<file path="src/rtl/uart_pwm_cmd_ctrl.sv">
`default_nettype none
// ============================================================================
// Module : uart_pwm_cmd_ctrl
// Brief  : Host command controller: assembles and validates 14-byte UART
//          frames, applies channel config/enable, returns 6-byte status.
// Rev    : 1.0  initial release
// ============================================================================
module uart_pwm_cmd_ctrl #(
    parameter int         NUM_CH      = 3,
    parameter int         TIMEOUT_CYC = 50000,
    parameter logic [7:0] HDR         = 8'h55,
    parameter logic [7:0] FTR         = 8'hAA
) (
    input  logic              sys_clk,
    input  logic              sys_rst,
    input  logic [7:0]        rx_data,
    input  logic              rx_valid,
    output logic [7:0]        tx_data,
    output logic              tx_valid,
    input  logic              tx_ready,
    output logic [NUM_CH-1:0] cfg_wr,
    output logic [7:0]        cfg_duty,
    output logic [15:0]       cfg_dessert,
    output logic [7:0]        cfg_pulse_num,
    output logic [31:0]       cfg_pattern,
    output logic [NUM_CH-1:0] ch_en,
    output logic              busy
);

    localparam logic [2:0] c_IDLE  = 3'd0;
    localparam logic [2:0] c_RECV  = 3'd1;
    localparam logic [2:0] c_CHECK = 3'd2;
    localparam logic [2:0] c_APPLY = 3'd3;
    localparam logic [2:0] c_RESP  = 3'd4;

    localparam int                 c_GAP_W   = $clog2(TIMEOUT_CYC + 1);
    localparam logic [c_GAP_W-1:0] c_TIMEOUT = c_GAP_W'(TIMEOUT_CYC);

    logic [2:0]         r_state;
    logic [2:0]         w_next_state;
    logic [3:0]         r_idx;
    logic [c_GAP_W-1:0] r_gap;
    logic [7:0]         r_crc;
    logic [7:0]         r_frame [0:15];
    logic [7:0]         r_status;
    logic [7:0]         w_status;
    logic [2:0]         r_tx_idx;
    logic               r_tx_valid;
    logic [NUM_CH-1:0]  r_cfg_wr;
    logic [NUM_CH-1:0]  r_ch_en;
    logic [NUM_CH-1:0]  w_ch_hot;
    logic [7:0]         r_duty;
    logic [15:0]        r_dessert;
    logic [7:0]         r_pulse_num;
    logic [31:0]        r_pattern;
    logic               w_timeout;
    logic               w_rx_take;
    logic               w_tx_fire;

    function automatic logic [7:0] crc8_next(input logic [7:0] crc, input logic [7:0] data);
        logic [7:0] c;
        c = crc ^ data;
        for (int i = 0; i < 8; i++) begin
            c = c[7] ? ((c << 1) ^ 8'h07) : (c << 1);
        end
        return c;
    endfunction

    // Timeout takes precedence over a byte arriving in the same cycle.
    assign w_timeout = (r_gap >= c_TIMEOUT);
    assign w_rx_take = rx_valid && !w_timeout;
    assign w_tx_fire = r_tx_valid && tx_ready;

    always_comb begin
        w_ch_hot = '0;
        for (int i = 0; i < NUM_CH; i++) begin
            w_ch_hot[i] = (r_frame[2] == 8'(i + 1));
        end
    end

    always_comb begin
        w_status = 8'h00;
        if (r_frame[13] != FTR)                              w_status = 8'h04;
        else if (r_crc != r_frame[12])                       w_status = 8'h01;
        else if (r_frame[2] == 8'h00 || r_frame[2] > 8'(NUM_CH)) w_status = 8'h03;
        else if (r_frame[1] != 8'h01 && r_frame[1] != 8'h02) w_status = 8'h02;
    end

    // State register
    always_ff @(posedge sys_clk) begin
        if (sys_rst) r_state <= c_IDLE;
        else         r_state <= w_next_state;
    end

    // Next-state logic
    always_comb begin
        w_next_state = r_state;
        case (r_state)
            c_IDLE:  if (rx_valid && rx_data == HDR) w_next_state = c_RECV;
            c_RECV: begin
                if (w_timeout)                         w_next_state = c_IDLE;
                else if (rx_valid && r_idx == 4'd13)   w_next_state = c_CHECK;
            end
            c_CHECK: w_next_state = c_APPLY;
            c_APPLY: w_next_state = c_RESP;
            c_RESP:  if (w_tx_fire && r_tx_idx == 3'd5) w_next_state = c_IDLE;
            default: w_next_state = c_IDLE;
        endcase
    end

    // Output logic
    always_comb begin
        busy    = (r_state != c_IDLE);
        tx_data = 8'h00;
        if (r_tx_valid) begin
            case (r_tx_idx)
                3'd0:    tx_data = 8'h5A;
                3'd1:    tx_data = r_frame[1];
                3'd2:    tx_data = r_frame[2];
                3'd3:    tx_data = r_status;
                3'd4:    tx_data = 8'(r_ch_en);
                3'd5:    tx_data = 8'hA5;
                default: tx_data = 8'h00;
            endcase
        end
    end

    always_ff @(posedge sys_clk) begin
        if (sys_rst) begin
            r_idx       <= 4'd0;
            r_gap       <= '0;
            r_crc       <= 8'h00;
            for (int i = 0; i < 16; i++) r_frame[i] <= 8'h00;
            r_status    <= 8'h00;
            r_tx_idx    <= 3'd0;
            r_tx_valid  <= 1'b0;
            r_cfg_wr    <= '0;
            r_ch_en     <= '0;
            r_duty      <= 8'h00;
            r_dessert   <= 16'h0000;
            r_pulse_num <= 8'h00;
            r_pattern   <= 32'h0;
        end else begin
            r_cfg_wr <= '0;
            case (r_state)
                c_IDLE: begin
                    if (rx_valid && rx_data == HDR) begin
                        r_idx <= 4'd1;
                        r_gap <= '0;
                        r_crc <= 8'h00;
                    end
                end
                c_RECV: begin
                    if (w_rx_take) begin
                        r_frame[r_idx] <= rx_data;
                        if (r_idx <= 4'd11) r_crc <= crc8_next(r_crc, rx_data);
                        r_idx <= r_idx + 4'd1;
                        r_gap <= '0;
                    end else if (!w_timeout) begin
                        r_gap <= r_gap + c_GAP_W'(1);
                    end
                end
                // Side effects land on the CHECK->APPLY edge so they are visible in APPLY.
                c_CHECK: begin
                    r_status   <= w_status;
                    r_tx_idx   <= 3'd0;
                    r_tx_valid <= 1'b1;
                    if (w_status == 8'h00) begin
                        if (r_frame[1] == 8'h01) begin
                            r_duty      <= r_frame[4];
                            r_dessert   <= {r_frame[5], r_frame[6]};
                            r_pulse_num <= r_frame[7];
                            r_pattern   <= {r_frame[8], r_frame[9], r_frame[10], r_frame[11]};
                            r_cfg_wr    <= w_ch_hot;
                        end else begin
                            r_ch_en <= (r_ch_en & ~w_ch_hot) | (w_ch_hot & {NUM_CH{r_frame[3][0]}});
                        end
                    end
                end
                c_APPLY, c_RESP: begin
                    if (w_tx_fire) begin
                        if (r_tx_idx == 3'd5) r_tx_valid <= 1'b0;
                        else                  r_tx_idx   <= r_tx_idx + 3'd1;
                    end
                end
                default: ;
            endcase
        end
    end

    assign tx_valid      = r_tx_valid;
    assign cfg_wr        = r_cfg_wr;
    assign cfg_duty      = r_duty;
    assign cfg_dessert   = r_dessert;
    assign cfg_pulse_num = r_pulse_num;
    assign cfg_pattern   = r_pattern;
    assign ch_en         = r_ch_en;

endmodule
`default_nettype wire

</file>
<file path="config.mk">
export PLATFORM = sky130hd
export DESIGN_NAME = uart_pwm_cmd_ctrl
export DESIGN_NICKNAME = d
export VERILOG_FILES = /design/src/rtl/uart_pwm_cmd_ctrl.sv
export SDC_FILE = /design/constraint.sdc
export NUM_CORES = 1
export LEC_CHECK = 0
export ABC_AREA = 1
export CAP_MARGIN = 10
export CORE_ASPECT_RATIO = 0.9
export CORE_MARGIN = 4
export CORE_UTILIZATION = 57
export CTS_BUF_LIST = sky130_fd_sc_hd__clkbuf_16
export CTS_CLUSTER_SIZE = 16
export DETAILED_ROUTE_END_ITERATION = 8
export PLACE_DENSITY = 0.8
export SLEW_MARGIN = 25
export SYNTH_ARGS = -nofsm -noshare
export SYNTH_HDL_FRONTEND = slang
export SYNTH_SLANG_ARGS = --single-unit
</file>
<file path="constraint.sdc">
create_clock -name sys_clk -period 2.8 [get_ports sys_clk]
set_input_delay 0.84 -clock sys_clk [delete_from_list [all_inputs] [get_ports sys_clk]]
set_output_delay 0.84 -clock sys_clk [all_outputs]
set_load 0.05 [all_outputs]
</file>
Yosys cells after proc, flatten, opt, wreduce, memory -nomap -nowiden
Memories as Yosys holds them, arrays and structs flattened. A register that Yosys moved wholly into a read port is not among the register bits.
Cells that the tools add are included.
W data, S select, Z words.
{ "totals": {"in_bits": 12, "memories": 1, "mem_bits_rw": 128, "word_cells": 131, "reg_bits": 49} }
{ "mem_list": {"columns": ["name", "words", "width", "rd", "rd_clocked_by_memory_dff", "write_ports", "line_no", "rtl"], "rows": [
  ["r_frame", 16, 8, 13, 8, 16, "44", "logic [7:0] r_frame [0:15];"]
]} }
{ "op_classes": {"n_reduce_logical": 26, "n_mux": 45, "n_addsub": 3, "n_eq_ne": 28, "magnitude_cmp": 3, "bitwise": 16} }
{ "op_table": {"columns": ["op", "count"], "rows": [
  ["$mux W16", 3],
  ["$pmux W8 S6", 1],
  ["$mux W3", 15],
  ["$mux W8", 5],
  ["$pmux W16 S2", 1],
  ["$not A3 Y3", 9],
  ["$reduce_and A3 Y1", 7],
  ["$add A16 B1 Y16 const B", 1],
  ["$eq A8 B1 Y1 const B", 2],
  ["$eq A8 B2 Y1 const B", 2],
  ["$ge A16 B16 Y1 const B", 1],
  ["$logic_not A8 Y1", 2],
  ["$pmux W8 S2", 1],
  ["$pmux W3 S5", 1],
  ["$ne A2 B2 Y1 const B", 7],
  ["$eq A3 B2 Y1 const B", 4],
  ["$mux W4", 3],
  ["$eq A3 B3 Y1 const B", 3],
  ["$mux W1", 9],
  ["$eq A8 B7 Y1 const B", 1],
  ["$gt A8 B2 Y1 const B", 1],
  ["$ne A8 B1 Y1 const B", 1],
  ["$ne A8 B2 Y1 const B", 1],
  ["$ne A8 B8 Y1", 1],
  ["25 further kinds", 39]
]} }

Depth between registers and ports, before layout
Gate-level depths: netlist (run 1).
{ "logic_depth": {"depth_word": 20, "mapped_depth": 14, "ltp_nobuf": 14} }

Worst setup path before layout (run 1)
Ideal clock, no wire load.
{ "synth_timing": {"path_kind": "reg2out", "start": "register (tool-made name)", "end": "output tx_data[2]", "n_path_buf": 0, "stages_incl_launch_ff": 5, "slack_ps": 244, "arrival_time_ps": 1716, "cell_sequence": "dfxtp_1 -> inv_1 -> o22ai_1 -> inv_1 -> a21oi_1"} }
{ "synth_rtl": {"columns": ["element", "line_no", "rtl"], "rows": [
  ["end, declared", "18", "output logic [7:0] tx_data,"]
]} }

Worst setup path after layout (run 1)
{ "layout_timing": {"start": "register r_tx_idx[0]", "end": "output tx_data[1]"} }
{ "layout_via": {"elab_chain_len": 3} }
{ "layout_rtl": {"columns": ["element", "line_no", "rtl"], "rows": [
  ["start, declared", "47", "logic [2:0] r_tx_idx;"],
  ["start signal, assigned", "183", "else r_tx_idx <= r_tx_idx + 3'd1;"],
  ["$eq A3 B3 Y1 (tied with other cells)", "116", "case (r_tx_idx)"],
  ["$pmux W8 S6 *", "116", null],
  ["$mux W8 *", "115", "if (r_tx_valid) begin"]
]} }
Every way passes the cells marked *; elsewhere a longest branch is shown, timed or not.

==> metrics, run 1 <==
reg2reg start=r_state[1]; largest net degree at the start of global routing=132; final hold violation count=0; Total Routing Usage GR=22.1%; CTS Buf Count=21; synth-to-layout area growth=21.3%; clock-pin slew on the worst setup and hold paths=0.06 ns; pwr/cell area=567 nW/um^2; largest cells by area after synthesis=edfxtp_1, dfxtp_1, nor2_1; global-route wire length before repair=32700 microns; Max Clock Freq=0.369 GHz; commonest non-fill, non-tap cells in the layout=nor2_1, nand2_1, inv_1; Placed Instances=1401; Root Driver=clkbuf_16; hold path endpoint=r_gap[15]; part of the cycle the worst path needs=96.7%; remaining antenna violation count after routing=0; Mean Syn Cell Area=8.16 sq um; Port Buffer Count=91; Routed WL=20100 microns; Syn Std Cell Area=9100 sq um; grt ovf=0; Die Span X=141 microns; YS warnings=0; fin nets=1245; WP data required=1.96 ns; Worst Reg-to-Reg Cells=7; FP Rows=43; count of final setup violators=0; register bit total from synthesis=205; Vias/cell=5.02; gpl congestion=0.891; Initial Util=58.5%; CP Capture Type=output port; hpwl dp=13500 microns; Hold Crit Class=reg -> reg; clk_lat worst skew=0.49 ns; Post-Syn Instances=1115; Leak=4.99 nW; pre-CTS WS=0.0435 ns; Worst Hold Path Cells=2; drt first-iter violations=442; Worst slew margin=59.0%; register area share after synthesis=55.8%; Max VDD drop=0.448 mV; Die Ht=128 microns; # clock sinks=205; crit path launch type=flip-flop; DR DRC count=0; Tmin final=2.71 ns; CTS tree=done; largest area contributor in the netlist=edfxtp_1; initial antenna violation count=0; Vias=7223; flop-to-flop setup slack=0.64 ns; vias in the first global route=6850; layout cells sized above 1=9.54%; count of final max-slew check failures=0; fin cells=1439; Data arrival, critical path=1.87 ns; # fillers=1186; CTS Buffer Depth=3; CP Class=reg -> out; post-synth net total=1138; Power Total=6.26 mW; I/O pin total=92; die area=18100 sq um; Core Area=15500 sq um; maxcap violations=0; min-delay src=r_gap[15]; Worst Skew=0.00985 ns; Pre-antenna DRT Iters=5; top-area cell type share of the netlist area=32.0%; outcome=complete, no violations; routed len/inst=14.0 microns; Worst-Margin Slew=0.614 ns; most common cell after layout, fill and taps aside=nor2_1; ANT cells=0; H-tree depth=1; min setup slack post-route=0.0916 ns; maximum fanout along the worst path=5; synth unique cells=41; RR Endpoint=r_frame[1][2]; sum of negative setup slack=0 ns
-- what timing repair did --
item,4_1_cts,5_1_grt
pin swaps,0,3
setup endpoints to repair,5,8
cloned,0,0
buffers inserted,0,0
hold buffers,0,0
gates resized for setup,5,11
-- metal layers --
metal  global-route usage [%]  part of all wire, %
met3                     3.25                  6.1
met1                     29.8                   43
met5                        0                    0
met2                     38.0                   49
met4                     4.90                  1.9
-- power breakdown --
| part | leakage [nW] | internal (mW) | switching, mW |
|---|---|---|---|
| Clock | 0.350 | 1.55 | 1.11 |
| Sequential | 1.87 | 3.19 | 0.0354 |
| Combinational | 2.77 | 0.109 | 0.254 |
| Total | 4.99 | 4.85 | 1.40 |
-- cell families after synthesis --
kind of cell | share of synthesized area [%]
AND/OR/NAND/NOR | 28.7
AO/OA/AOI/OAI | 3.73
buffers and inverters | 8.21
XOR/XNOR | 2.12
flip-flops | 55.8
adder cells (fa/ha/maj) | 1.51
-- area by class of cell --
cell class / instances / area (sq um) / share of cell area (%)
sequential: 205 / 5080 / 46.0
multi-input combinational: 727 / 3320 / 30.1
timing repair buffer: 121 / 1180 / 10.7
inverter: 146 / 548 / 4.97
clock buffer: 21 / 526 / 4.76
tap: 202 / 253 / 2.29
clock inverter: 17 / 135 / 1.22
-- metrics by stage --
stage	area, sq um	utilization [%]	hold slack, ns
finish	11000	71.0	0.454
global placement	10300	66.5	0.445
global route	11000	71.0	0.469
detailed placement	10300	66.5	0.450
CTS	11000	70.9	0.455
floorplan	9100	-	0.430
-- critical path, cell delays in order (launching register included) --
cell	delay [ns]
dfxtp_2	0.36
inv_2	0.06
ha_1	0.20
nand2_2	0.11
o22ai_1	0.09
a221oi_1	0.24
nor2_1	0.10
buf_4	0.20
-- Yosys cell counts --
library cell  number
a211oi_1           1
a21oi_1           27
a221oi_1           5
a31o_2             1
a31oi_1            2
and2_0             1
and2_1             1
buf_2              6
buf_4              2
buf_6              6
clkbuf_1          23
clkinv_1           1
dfxtp_1          108
edfxtp_1          97
ha_1              11
inv_1            140
inv_2              5
nand2_1          266
nand2_4            4
nand3_1           34
nand3_2            2
nand3b_1           1
nand4_1            4
nor2_1           283
nor2_2            18
nor2_4             1
nor3_1            12
nor3_2             1
nor3_4             1
nor3b_2            1
nor4_1             2
nor4_2             2
o211ai_1           2
o21ai_0           14
o21ai_1            1
o21bai_1           2
o22ai_1            3
o31ai_1            1
or2_1              1
xnor2_1            9
xor2_1            13
-- worst max path at each step --
stage	startpoint	slack [ns]	endpoint	depth (start not counted)
after floorplan	flip-flop	0.24	tx_data[2]	4
after global placement	rx_data[0]	0.09	r_gap[10]	9
after detailed placement	rx_data[0]	0.04	r_gap[10]	9
after CTS	r_tx_idx[1]	0.008	tx_data[2]	7
after global routing	r_tx_idx[1]	-0.0004	tx_data[6]	9
final	r_tx_idx[0]	0.09	tx_data[1]	7
-- registers in the layout, summed over array words and instances, names as in the netlist, 4 cells and up, named ones only --
| register | count |
|---|---|
| cfg_dessert | 16 |
| r_crc | 8 |
| r_frame | 97 |
| cfg_pattern | 32 |
| r_gap | 16 |
| r_idx | 4 |
| cfg_pulse_num | 8 |
| cfg_duty | 8 |
No activity file was read; power rests on OpenSTA's default activity.
==> run 2, diff against run 1 <==
clock period = 2.6 ns   (was 2.8 ns; I/O delays follow)
==> run 2 against run 1 <==
Compared with the run above: the run now ends with negative setup slack left; register-to-register slack worse by 0.36 ns; clock skew down 0.0014 ns; die area unchanged; first-iteration DRC count up 23%.
==> metrics, run 2 (synthesis gave the netlist of run 1 again) <==
Worst-Margin Slew=0.543 ns (-0.0714 ns); maximum fanout along the worst path=4 (-1); reg2reg start=r_frame[2][5]; Root Driver=clkbuf_16; Data arrival, critical path=1.86 ns (about the same); min setup slack post-route=-0.0361 ns (-0.128 ns); outcome=complete, but fails checks; part of the cycle the worst path needs=101%; synth-to-layout area growth=24.7%; CTS Hold Bufs=0 (unchanged); clock-pin slew on the worst setup and hold paths=0.06 ns (about the same); final instance area=11300 sq um (+2.8%); Routed WL=20500 microns (+2.2%); grt ovf=0 (unchanged); Vias/cell=5.08 (+1.2%); max FFs per register=97 (unchanged); pre-CTS WS=-0.0699 ns (-0.113 ns); count of final max-slew check failures=0 (unchanged); violated checks=negative setup slack; # clock sinks=205 (unchanged); Initial Util=58.5% (unchanged); WHS=0.459 ns (+0.00553 ns); Pre-antenna DRT Iters=5 (unchanged); Core Area=15500 sq um (unchanged); clk_lat worst skew=0.49 ns (about the same); remaining antenna violation count after routing=0 (unchanged); CTS Buf Count=21 (unchanged); CP Class=reg -> out; global-route wire length before repair=32700 microns (about the same); commonest non-fill, non-tap cells in the layout=nor2_1, nand2_1, inv_1; H-tree depth=1 (unchanged); most common cell after layout, fill and taps aside=nor2_1; min-delay src=r_gap[15]; routed len/inst=14.1 microns (+1.1%); Worst slew margin=63.7% (+4.7 points); ANT cells=0 (unchanged); routed wl met3=1430 microns (+17%); gpl congestion=0.863 (-3.1%); Power Total=6.67 mW (+6.7%); CTS tree=done; Total Routing Usage GR=22.2% (+0.13 points); final hold violation count=0 (unchanged); Max Clock Freq=0.379 GHz; layout cells sized above 1=12.2% (+2.7 points); fin cells=1455 (+1.1%); count of final setup violators=1 (+1); FP Rows=43 (unchanged); Tmin final=2.64 ns; Worst Skew=0.00840 ns (-0.00145 ns); die area=18100 sq um (unchanged); Die Ht=128 microns (unchanged); I/O pin total=92 (unchanged); drt first-iter violations=543 (+23%); WP data required=1.82 ns (-0.14 ns); Die Span X=141 microns (unchanged); Vias=7389 (+2.3%); DR DRC count=0 (unchanged); maxcap violations=0 (unchanged); Top reg by flops=r_frame; fin nets=1261 (+1.3%); largest net degree at the start of global routing=39 (-70%); Hold Crit Class=reg -> reg; CP startpoint=r_tx_idx[0]; Met2 Wirelength=9930 microns (+1.6%); placed inst area=10500 sq um (+1.4%); crit path launch type=flip-flop; Port Buffer Count=91 (unchanged); met1 wire length=8520 microns (-2.3%); CTS Buffer Depth=3 (unchanged); RSZ-0062 raised after global routing=yes; Top Metal Used=met4; Placed Instances=1415 (+1.0%); hpwl dp=13700 microns (+1.5%); Leak=5.09 nW (+1.9%); vias in the first global route=6879 (+0.42%); initial antenna violation count=0 (unchanged); Max VDD drop=0.449 mV (+0.12%); pwr/cell area=588 nW/um^2 (+3.7%); CP Capture Type=output port
-- run 2: changes by cell type in the layout (fill, tap and decap cells not counted), moves of 3 or more --
cell / before / now
inv_1: 143 / 131
buf_4: 32 / 42
clkinv_1: 1 / 9
ha_4: 0 / 5
buf_6: 1 / 5
ha_1: 10 / 6
buf_12: 5 / 8
inv_4: 0 / 3
nand2_4: 4 / 7
-- run 2: layer usage --
layer,vias to the layer above,global-route usage (%)
li1,3703,-
met2,271,38.0
met4,0,6.55
met1,3357,29.3
met3,58,3.69
met5,-,0
-- run 2: final cells by class --
| class | instances | area, sq um |
|---|---|---|
| repair buffers | 137 | 1360 |
| flip-flops and latches | 205 | 5080 |
| clock inverters | 17 | 114 |
| fillers | 1125 | 4200 |
| clock buffers | 21 | 526 |
| multi-input cells | 727 | 3450 |
| inverters | 146 | 566 |
| well taps | 202 | 253 |
-- run 2: path summary, 6_finish.rpt --
kind	cells after the start	slack, ns	to
setup / recovery	8	-0.04	tx_data[6]
hold / removal	2	0.46	r_gap[15]
setup reg to reg	10	0.28	cfg_duty[6]
hold reg to reg	2	0.46	r_gap[15]
-- run 2: worst max-delay path, stage by stage, from the launching register on --
cell and delay [ns]:
dfxtp_4 0.38, inv_6 0.08, ha_4 0.14, nand2_4 0.07
buf_6 0.13, o211ai_1 0.24, nand2_1 0.11, inv_2 0.08
buf_12 0.13
-- run 2: power by group --
part	switching, mW	internal [mW]	total (mW)
Sequential	0.0401	3.43	3.47
Combinational	0.274	0.129	0.404
Clock	1.22	1.58	2.80
-- run 2: repair_timing --
action,CTS,global route
setup endpoints to repair,8,9
pin swaps,3,6
gates resized for setup,21,37
setup buffers,1,1
-- run 2: per-stage QoR --
stage	setup TNS (ns)	utilization, %
final	-0.0361	73.0
after global routing	-0.257	73.0
after CTS	-0.00214	72.0
after detailed placement	-1.25	67.4
after global placement	-0.0185	67.4
after floorplan	0	-
==> run 3, diff against run 2 <==
CORE_MARGIN = 1   (was 4)
==> run 3 against run 2 <==
Compared with the run above: the run now ends clean; die area down 8.7%; final cell count shrank 0.21%; routed wire length is 4.3% lower; final area shrank 0.61%; largest power group unchanged.
==> metrics, run 3 (synthesis gave the netlist of run 1 again) <==
outcome=complete, no violations; Worst Reg-to-Reg Cells=9 (-1); vias in the first global route=6675 (-3.0%); Worst-Margin Slew=0.874 ns (+0.331 ns); die area=16500 sq um (-8.7%); Power Total=6.71 mW (+0.48%); DR DRC count=0 (unchanged); Leak=5.08 nW (-0.16%); flop-to-flop setup slack=0.46 ns (+0.18 ns); Max Clock Freq=0.386 GHz (+1.8%); layout cells sized above 1=11.5% (-0.69 points); Routed WL=19700 microns (-4.3%); CTS Buf Count=21 (unchanged); final hold violation count=0 (unchanged); FP Rows=43 (unchanged); Worst slew margin=41.8% (-22 points); CP Class=reg -> out; hpwl dp=12700 microns (-7.3%); worst setup path end=tx_data[7]; global-route wire length before repair=31300 microns (-4.4%); Worst Skew=0.00861 ns (+0.000209 ns); maximum fanout along the worst path=7 (+3); drt first-iter violations=483 (-11%); # clock sinks=205 (unchanged); I/O pin total=92 (unchanged); CTS tree=done; ANT cells=0 (unchanged); RR Endpoint=r_frame[5][3]; # fillers=1135 (+0.89%); clock-pin slew on the worst setup and hold paths=0.06 ns (about the same); crit path launch type=flip-flop; WP data required=1.82 ns (about the same); Die Ht=122 microns (-4.7%); maxcap violations=0 (unchanged); largest net degree at the start of global routing=132 (+240%); Vias/cell=5.03 (-0.99%); most common cell after layout, fill and taps aside=nor2_1; reg2reg start=r_gap[11]; Max VDD drop=0.438 mV (-2.3%); grt ovf=0 (unchanged); Pre-antenna DRT Iters=4 (-1); H-tree depth=1 (unchanged); Core Area=15500 sq um (-0.35%); RSZ-0062 raised after global routing=yes; Total Routing Usage GR=23.9% (+1.7 points); Hold Crit Class=reg -> reg; remaining antenna violation count after routing=0 (unchanged); commonest non-fill, non-tap cells in the layout=nor2_1, nand2_1, inv_1; Root Driver=clkbuf_16; Tmin final=2.59 ns (-0.0479 ns); Port Buffer Count=91 (unchanged); Initial Util=58.7% (+0.20 points); Top reg by flops=r_frame; part of the cycle the worst path needs=99.5% (-1.8 points); CP Capture Type=output port; count of final setup violators=0 (-1); Die Span X=135 microns (-4.3%); fin nets=1258 (-0.24%); CTS Buffer Depth=3 (unchanged); CTS Hold Bufs=0 (unchanged); clk_lat worst skew=0.50 ns (about the same); gpl congestion=0.886 (+2.7%); routed len/inst=13.5 microns (-4.1%); max FFs per register=97 (unchanged); initial antenna violation count=0 (unchanged); Vias=7301 (-1.2%); synth-to-layout area growth=24.0%; pwr/cell area=595 nW/um^2 (+1.1%); Data arrival, critical path=1.81 ns (-0.05 ns); CP startpoint=r_tx_idx[1]; Final Core Density=72.8% (-0.19 points); count of final max-slew check failures=0 (unchanged)
-- run 3: worst min-delay path by stage --
stage / startpoint / endpoint / slack [ns] / depth (start not counted)
after floorplan: r_gap[15] / r_gap[15] / 0.43 / 2
after global placement: r_gap[15] / r_gap[15] / 0.44 / 2
after detailed placement: r_gap[15] / r_gap[15] / 0.45 / 2
after CTS: r_gap[15] / r_gap[15] / 0.47 / 2
after global routing: r_frame[11][0] / cfg_pattern[0] / 0.49 / 2
final: r_frame[8][2] / cfg_pattern[26] / 0.47 / 2
-- run 3: stage by stage --
step	cells	TNS [ns]	area (sq um)	setup WS (ns)	hold WS (ns)
after floorplan	1115	0	9100	0.104	0.430
after global placement	1411	-1.00	10400	-0.184	0.442
after detailed placement	1411	-2.32	10400	-0.304	0.451
after CTS	1450	-0.0735	11100	-0.0534	0.472
after global routing	1452	-0.280	11300	-0.0643	0.490
final	1452	0	11300	0.0118	0.473
-- run 3: critical path, stage by stage (launching register included) --
cell and delay (ns):
dfxtp_4 0.39, inv_4 0.06, ha_4 0.17, nand2_4 0.09
inv_6 0.06, a221oi_2 0.28, nor2_1 0.10, buf_6 0.16
-- run 3: report_power, final --
part | internal [mW] | total (mW) | switching, mW
combinational | 0.126 | 0.400 | 0.274
clock | 1.63 | 2.83 | 1.21
sequential | 3.43 | 3.47 | 0.0375
total | 5.19 | 6.71 | 1.52
-- run 3: cell type report --
class	count	area, sq um	area share [%]
inverter	146	561	4.97
clock buffer	22	551	4.88
tap	202	253	2.24
sequential	205	5080	45.1
timing repair buffer	134	1290	11.4
clock inverter	16	98.8	0.876
multi-input combinational	727	3440	30.5
-- run 3: layer usage --
metal	wire, microns	part of all wire, %	track usage, %	vias up
met4	534	2.7	9.27	0
li1	-	-	-	3697
met3	1060	5.4	3.54	42
met1	8670	44	31.9	3330
met2	9390	48	39.5	232
met5	0	0	0	-
-- run 3: repair_timing --
item | 4_1_cts | 5_1_grt
gates resized for setup | 16 | 36
setup buffers | 1 | 2
setup endpoints to repair | 7 | 9
endpoints found under the hold margin | 0 | 0
cloned | 0 | 0
pin swaps | 2 | 9
